===== src/rtl/edsac_tank_sequencer.sv =====
// EDSAC store sequencer: free-running digit/minor-cycle timing plus single-request
// gating of one short or long word out of (or into) a mercury delay-line tank.
module edsac_tank_sequencer #(
  parameter int unsigned N_TANKS          = 32,
  parameter int unsigned MINORS_PER_TANK  = 32,
  parameter int unsigned DIGITS_PER_MINOR = 18,
  localparam int unsigned TANK_W          = $clog2(N_TANKS),
  localparam int unsigned MINOR_W         = $clog2(MINORS_PER_TANK),
  localparam int unsigned DIGIT_W         = $clog2(DIGITS_PER_MINOR),
  localparam int unsigned ADDR_W          = TANK_W + MINOR_W
) (
  input  logic               clk,
  input  logic               rst,
  input  logic               req,
  input  logic [ADDR_W-1:0]  req_addr,
  input  logic               req_write,
  input  logic               req_long,
  output logic               ready,
  output logic               done,
  output logic [TANK_W-1:0]  tank_idx,
  output logic               t_in,
  output logic               t_out,
  output logic [DIGIT_W-1:0] digit_cnt,
  output logic [MINOR_W-1:0] minor_cnt,
  output logic               minor_start
);

  localparam logic [DIGIT_W-1:0] DIGIT_LAST = DIGIT_W'(DIGITS_PER_MINOR - 1);
  localparam logic [MINOR_W-1:0] MINOR_LAST = MINOR_W'(MINORS_PER_TANK - 1);

  typedef enum logic [1:0] {S_IDLE, S_WAIT, S_XFER, S_DONE} state_e;

  state_e              state_q, state_d;
  logic [DIGIT_W-1:0]  digit_q, digit_d;
  logic [MINOR_W-1:0]  minor_q, minor_d;
  logic [TANK_W-1:0]   tank_q, tank_d;
  logic [MINOR_W-1:0]  target_q, target_d;
  logic                write_q, write_d;
  logic                long_q, long_d;
  logic                ready_q, ready_d;
  logic                done_q, done_d;
  logic                t_in_q, t_in_d;
  logic                t_out_q, t_out_d;
  logic [TANK_W-1:0]   tank_idx_q, tank_idx_d;
  logic                start_q, start_d;

  logic                digit_wrap_c;
  logic [MINOR_W-1:0]  req_target_c;
  logic [MINOR_W-1:0]  last_minor_c;
  logic                hit_req_c;
  logic                hit_lat_c;

  function automatic logic [MINOR_W-1:0] prev_minor(input logic [MINOR_W-1:0] m);
    return (m == '0) ? MINOR_LAST : m - MINOR_W'(1);
  endfunction

  // Free-running digit / minor-cycle counters
  always_comb begin
    digit_wrap_c = (digit_q == DIGIT_LAST);
    digit_d      = digit_wrap_c ? '0 : digit_q + DIGIT_W'(1);
    minor_d      = minor_q;
    if (digit_wrap_c) begin
      minor_d = (minor_q == MINOR_LAST) ? '0 : minor_q + MINOR_W'(1);
    end
    start_d = (digit_d == '0);
  end

  // Gates are registered, so XFER is entered on the last digit of the preceding minor cycle
  assign req_target_c = req_long ? {req_addr[MINOR_W-1:1], 1'b0} : req_addr[MINOR_W-1:0];
  assign last_minor_c = long_q ? (target_q | MINOR_W'(1)) : target_q;
  assign hit_req_c    = digit_wrap_c && (minor_q == prev_minor(req_target_c));
  assign hit_lat_c    = digit_wrap_c && (minor_q == prev_minor(target_q));

  always_comb begin
    state_d  = state_q;
    tank_d   = tank_q;
    target_d = target_q;
    write_d  = write_q;
    long_d   = long_q;
    unique case (state_q)
      S_IDLE: begin
        if (req) begin
          tank_d   = req_addr[ADDR_W-1:MINOR_W];
          target_d = req_target_c;
          write_d  = req_write;
          long_d   = req_long;
          state_d  = hit_req_c ? S_XFER : S_WAIT;
        end
      end
      S_WAIT: begin
        if (hit_lat_c) state_d = S_XFER;
      end
      S_XFER: begin
        if (digit_wrap_c && (minor_q == last_minor_c)) state_d = S_DONE;
      end
      S_DONE: state_d = S_IDLE;
      default: state_d = S_IDLE;
    endcase
    ready_d    = (state_d == S_IDLE);
    done_d     = (state_d == S_DONE);
    t_in_d     = (state_d == S_XFER) && write_d;
    t_out_d    = (state_d == S_XFER) && !write_d;
    tank_idx_d = (state_d == S_XFER) ? tank_d : '0;
  end

  always_ff @(posedge clk) begin
    if (rst) begin
      state_q    <= S_IDLE;
      digit_q    <= '0;
      minor_q    <= '0;
      tank_q     <= '0;
      target_q   <= '0;
      write_q    <= 1'b0;
      long_q     <= 1'b0;
      ready_q    <= 1'b1;
      done_q     <= 1'b0;
      t_in_q     <= 1'b0;
      t_out_q    <= 1'b0;
      tank_idx_q <= '0;
      start_q    <= 1'b1;
    end else begin
      state_q    <= state_d;
      digit_q    <= digit_d;
      minor_q    <= minor_d;
      tank_q     <= tank_d;
      target_q   <= target_d;
      write_q    <= write_d;
      long_q     <= long_d;
      ready_q    <= ready_d;
      done_q     <= done_d;
      t_in_q     <= t_in_d;
      t_out_q    <= t_out_d;
      tank_idx_q <= tank_idx_d;
      start_q    <= start_d;
    end
  end

  assign ready       = ready_q;
  assign done        = done_q;
  assign tank_idx    = tank_idx_q;
  assign t_in        = t_in_q;
  assign t_out       = t_out_q;
  assign digit_cnt   = digit_q;
  assign minor_cnt   = minor_q;
  assign minor_start = start_q;

endmodule


===== config.mk =====
export PLATFORM = sky130hd
export DESIGN_NAME = edsac_tank_sequencer
export DESIGN_NICKNAME = d
export VERILOG_FILES = /design/src/rtl/edsac_tank_sequencer.sv
export SDC_FILE = /design/constraint.sdc
export NUM_CORES = 1
export LEC_CHECK = 0
export BUFFER_PORTS_ARGS = -buffer_cell sky130_fd_sc_hd__buf_2
export CORE_MARGIN = 2
export CORE_UTILIZATION = 58
export DETAILED_ROUTE_END_ITERATION = 7
export PLACE_DENSITY = 0.9
export SYNTH_ARGS = -nofsm -noshare
export SYNTH_HDL_FRONTEND = slang
export SYNTH_SLANG_ARGS = --single-unit

===== constraint.sdc =====
create_clock -name clk -period 4.5 [get_ports clk]
set_clock_uncertainty 0.2 [all_clocks]
set_input_delay 0.675 -clock clk [delete_from_list [all_inputs] [get_ports clk]]
set_output_delay 0.675 -clock clk [all_outputs]
set_load 0.01 [all_outputs]

After elaboration in Yosys (flattened, before gate mapping)
Cells that the tools add are included.
Storage, ports and cells
  bits in latches: 0
  memories kept: 0
  memory bits (read-only): 0
  bits of input ports: 15
  bits in registers: 34
  RAM bits: 0
  logic and storage cells: 56
  output and inout bits: 20
Operators by class
  reduce and logical (&&, ||, !) cells: 13
  divide/modulo/power cells: 0
  magnitude comparators: 0
  bitwise gates (word level): 1
  multiply operators: 0
  $add $sub $neg: 4
  equality and inequality tests: 10
  shift operators: 0
  mux-type cells: 15
Operators by type and width (number)
  5-bit two-way mux: 6
  5-bit == test: 3
  5-bit logical NOT: 3
  5-bit by 1-bit adder with 5-bit output (second input constant): 2
  5-bit == test (second input constant): 2
  5-bit by 1-bit subtractor with 5-bit output (second input constant): 2
  2-bit == test (second input constant): 4
  2-bit two-way mux: 4
  2-bit case mux with 4 select lines: 1
  1-bit logical AND: 5
  2-bit logical NOT: 2
  1-bit two-way mux: 4
  2-bit by 1-bit == test with 1-bit output (second input constant): 1
  2-bit AND reduction: 1
  2-bit OR reduction: 1
  1-bit logical NOT: 1
  1-bit NOT: 1

Depth between registers and ports, before layout
  depth in word-level cells: 11
  mapped depth: 9
  depth with buffers taken out: 9

Worst setup path before layout
Ideal clock, no wire load.
  path kind: in2reg
  start: input port req_addr[0]
  end: register ready_q (netlist: ready)
  data required time: 4.186 ns
  library setup time: 0.114 ns
  buffers on the path: 0
  stages: 9
  path slack: 1.668 ns
  data arrival time: 2.518 ns
  cells stage by stage: nor2b_4 -> inv_2 -> ha_1 -> nor4b_2 -> or3_4 -> a2111oi_4 -> a41oi_1 -> or2_1 -> a21o_1
On the way
  word-level cells in the longest chain between the ends: 9
  elaborated cells between the ends (all ways): 10
  those cells by class: add/sub (1); eq/ne (1); mux (5); reduce/logical (3)
RTL lines
  from (decl): RTL line 15  | input logic [ADDR_W-1:0] req_addr,
  1-bit two-way mux *: RTL line 69  | assign req_target_c = req_long ? {req_addr[MINOR_W-1:1], 1'b0} : req_addr[MINOR_W-1:0];
  5-bit by 1-bit subtractor with 5-bit output or 5-bit logical NOT (tied branches): RTL line 54  | return (m == '0) ? MINOR_LAST : m - MINOR_W'(1);
  5-bit two-way mux *: RTL line 54
  5-bit == test *: RTL line 71  | assign hit_req_c = digit_wrap_c && (minor_q == prev_minor(req_target_c));
  1-bit logical AND *: RTL line 71
  2-bit two-way mux *: RTL line 87  | state_d = hit_req_c ? S_XFER : S_WAIT;
  2-bit two-way mux *: RTL line 82  | if (req) begin
  2-bit case mux with 4 select lines *: RTL line 80  | unique case (state_q)
  2-bit logical NOT *: RTL line 99  | ready_d = (state_d == S_IDLE);
  to (signal assigned): RTL line 129  | ready_q <= ready_d;
  to (decl): RTL line 40  | logic ready_q, ready_d;
Every way passes the cells marked *; elsewhere a longest branch is shown, timed or not.
A chain may end at the register's enable or synchronous reset.

Final worst setup path
  start: input port req_long
  end: register t_out_q (netlist: t_out)
On the way
  word-level cells in the longest chain between the ends: 10
  elaborated cells between the ends (all ways): 11
  those cells by class: add/sub (1); eq/ne (2); mux (5); reduce/logical (3)
RTL lines
  from (decl): RTL line 17  | input logic req_long,
  1-bit two-way mux *: RTL line 69
  5-bit by 1-bit subtractor with 5-bit output or 5-bit logical NOT (tied branches): RTL line 54
  5-bit two-way mux *: RTL line 54
  5-bit == test *: RTL line 71
  1-bit logical AND *: RTL line 71
  2-bit two-way mux *: RTL line 87
  2-bit two-way mux *: RTL line 82
  2-bit case mux with 4 select lines *: RTL line 80
  2-bit == test *: RTL line 102  | t_out_d = (state_d == S_XFER) && !write_d;
  1-bit logical AND *: RTL line 102
  to (signal assigned): RTL line 132  | t_out_q <= t_out_d;
  to (decl): RTL line 43  | logic t_out_q, t_out_d;
Marks and branches as above.

==> summary.md <==
| Metric | Value |
|---|---|
| Max-cap viol count | 0 |
| Delay-heaviest family, CP | simple AND/OR/NAND/NOR gates |
| Core box area | 2760 um^2 |
| Avg WL per Cell | 13.6 um |
| Slew @ Worst Pin | about 0.77 ns |
| Hold_ws | 0.264 ns |
| FF/Latch Area | 681 um^2 |
| Yosys top cell area share | 0.402 |
| Rows | 19 |
| Netlist cell types | 47 |
| Initial antenna violation count | 0 |
| Worst r2r src | digit_cnt[0]$_SDFF_PP0_ |
| Vias in the first global route | 1388 |
| Num CTS Buffers | 5 |
| Period utilization | 0.625 |
| Cell Area, Synth | 1690 um^2 |
| Post-synth EDFFs | 0 |
| Kind of critical path | in2reg |
| Max Fclk | 0.356 GHz |
| CTS tree | done |
| Final HPWL DP | around 2600 um |
| Post-CTS Repair Setup Buffers | 0 |
| Clock Sinks | 34 |
| Initial drt markers | 26 |
| Leakage | 0.828 nW |
| Diodes inserted | 0 |
| DIE HEIGHT | 58.0 um |
| Status | complete, no violations |
| Worst hold endpoint | long_q$_SDFFE_PP0P_ |
| Die area | 3370 um^2 |
| R2R setup slack | 1.90 ns |
| Pwr dens | 320 nW/um^2 |
| Hold Crit Depth | 2 |
| Synth async-reset ratio | 0 |
| Synth area leaders | dfxtp_1, xnor2_1, nand2_1 |
| Slew headroom | 0.487 |
| Die Wd | about 58 um |
| Predominant post-synthesis flop cell | dfxtp_1 |
| Pin count of the biggest net entering global routing | 27 |
| Drt pass-1 iters | 4 |
| Io pins | 35 |
| Resize count post-CTS | 0 |
| Synth cell count leaders | dfxtp_1, nand2_1, a21oi_1, nor2_1, xnor2_1 |
| Sequential share of the synthesized area | 0.402 |
| Synth warn | 0 |
| Area grow syn2layout | 13.6% |
| First-pass GRT wire length | 5920 um |
| Final worst path period need | 2.81 ns |
| Post-route antenna net violation count | 0 |
| Worst EP required | 4.58 ns |
| Mapped Avg Cell Area | 8.64 um^2 |
| Routed WL | 3510 um |
| Critical Path Source Type | input port |
| Initial core utilization | 0.614 |
| # H-tree levels | 2 |
| DRC violations left | 0 |
| WP data arrival | 2.89 ns |
| Crit path capture type | register |
| Pins Over Slew Limit | 0 |
| Share of post-route cells with drive strength above 1 | 0.220 |
| Slowest-stage cell, CP | a2111oi_4 |
| Worst path max stage delay | 0.37 ns |
| Final setup violation count | 0 |
| Synth Instances | 196 |
| Fillers | 225 |
| Clock Tree Buf Depth | 2 |
| DR vias/cell | 5.75 |
| Final hold vios | 0 |
| Root buffer cell | clkbuf_4 |
| Placer's final routability congestion estimate | between 0.8 and 0.9 |
| RSZ-0062 raised after global routing | false |
| Reg clk slew, reported paths | 0.11 ns |
| CP bufs+invs | 2 |
| Multi-input logic area | 941 um^2 |
| IO Port Bufs | 34 |
| Setup TNS | 0 ns |
| Via count | roughly 1500 |
| Final nets | 247 |
| CTS Hold Bufs | 0 |
| Flops & latches, synth | 34 |
| Setup crit start | req_long |
| RR Endpoint | t_out$_SDFF_PP0_ |
| Clock latency on the worst-skew pair | 0.33 ns |
| Leading area contributor after synthesis | dfxtp_1 |
| Syn_nets | 217 |
| VDD IR max | 0.438 mV |
| Total global routing overflow | 0 |
| R2R depth | 7 |
| CP Cell Sequence | buf_2 > nor2b_4 > inv_2 > ha_1 > nor4b_2 > or3_4 > a2111oi_4 > a41oi_1 > nor2_1 > and4_1 |
| Hold path startpoint | long_q$_SDFFE_PP0P_ |
| Crit Path Max Fanout | 7 |
| Count leader, synth | dfxtp_1 |
| Hold/Removal Path Class | reg2reg |
| GR Util All Layers | 0.227 |
## layout make-up
cell class,instances,area share
clock inverter,2,0.00650
timing repair buffer,34,0.0884
sequential,34,0.354
inverter,8,0.0156
tap,31,0.0202
multi-input combinational,143,0.489
clock buffer,6,0.0267
## routing by layer
layer,wire [um],vias to the layer above,global-route usage
met5,0,-,0
met4,42,0,0.0864
li1,-,742,-
met1,1590,703,0.265
met3,144,5,0.0513
met2,1730,33,0.401
## power breakdown
| part | switching, mW | internal, mW | leakage [nW] |
|---|---|---|---|
| clock | 0.103 | 0.0751 | 0.0343 |
| combinational | 0.0622 | 0.0448 | 0.516 |
| sequential | 0.0123 | 0.318 | 0.278 |
## worst max path at each step
stage / endpoint / cells after the start
6_report: t_out$_SDFF_PP0_ / 10
5_1_grt: t_out$_SDFF_PP0_ / 10
4_1_cts: t_out$_SDFF_PP0_ / 10
3_5_place_dp: t_out$_SDFF_PP0_ / 10
3_3_place_gp: t_out$_SDFF_PP0_ / 10
2_1_floorplan: ready$_SDFF_PP1_ / 9
## worst register-to-register path, cell delays in order (launching register included)
cell and delay, ns:
dfxtp_1 0.43, ha_1 0.21, nand4bb_1 0.43, nor4_1 0.38, and3_1 0.21, a31oi_1 0.12, nor2_1 0.33, and4_1 0.24
## state kept, by name (all words and copies together) (netlist names), 2 cells and up
name,flops
tank_idx,5
minor_cnt,5
digit_cnt,5
state_q,2
target_q,5
tank_q,5
## cell usage in the layout, fill, tap and decap left out, types with 2 or more instances in the layout
cell type / synthesis / layout
and4_1: 2 / 2
nand3_1: 3 / 3
ha_1: 6 / 6
nand2b_1: 2 / 2
clkbuf_4: 0 / 5
a31oi_1: 4 / 4
nor3_1: 5 / 5
nand4_1: 2 / 2
a21oi_1: 18 / 18
xnor2_1: 11 / 11
or2_1: 2 / 2
o31ai_1: 2 / 2
nor2_1: 14 / 14
nand4b_1: 2 / 2
xor2_1: 5 / 5
dfxtp_1: 34 / 34
inv_1: 7 / 7
nor4_1: 3 / 3
and3_1: 8 / 8
buf_2: 1 / 34
o21ai_0: 3 / 3
nor3b_1: 4 / 4
nand2_1: 25 / 25
## logic make-up after synthesis
logic type               after synthesis  share of synthesized area
AO/OA/AOI/OAI                         37                      0.151
XOR/XNOR                              16                     0.0827
adder cells (fa/ha/maj)                6                     0.0443
multiplexers                           1                    0.00591
flip-flops                            34                      0.402
AND/OR/NAND/NOR                       83                      0.272
buffers and inverters                 19                     0.0428
## metrics by stage
step	instance area [um^2]	power, mW	setup slack, ns	cells	util
2_1_floorplan	1690	0.412	1.67	196	-
3_3_place_gp	1860	0.440	1.47	250	0.675
3_5_place_dp	1860	0.444	1.34	250	0.675
4_1_cts	1920	0.617	1.69	258	0.698
5_1_grt	1920	0.645	1.50	258	0.698
6_report	1920	0.615	1.69	258	0.698
Note: power is estimated with default switching activity, not from simulation.
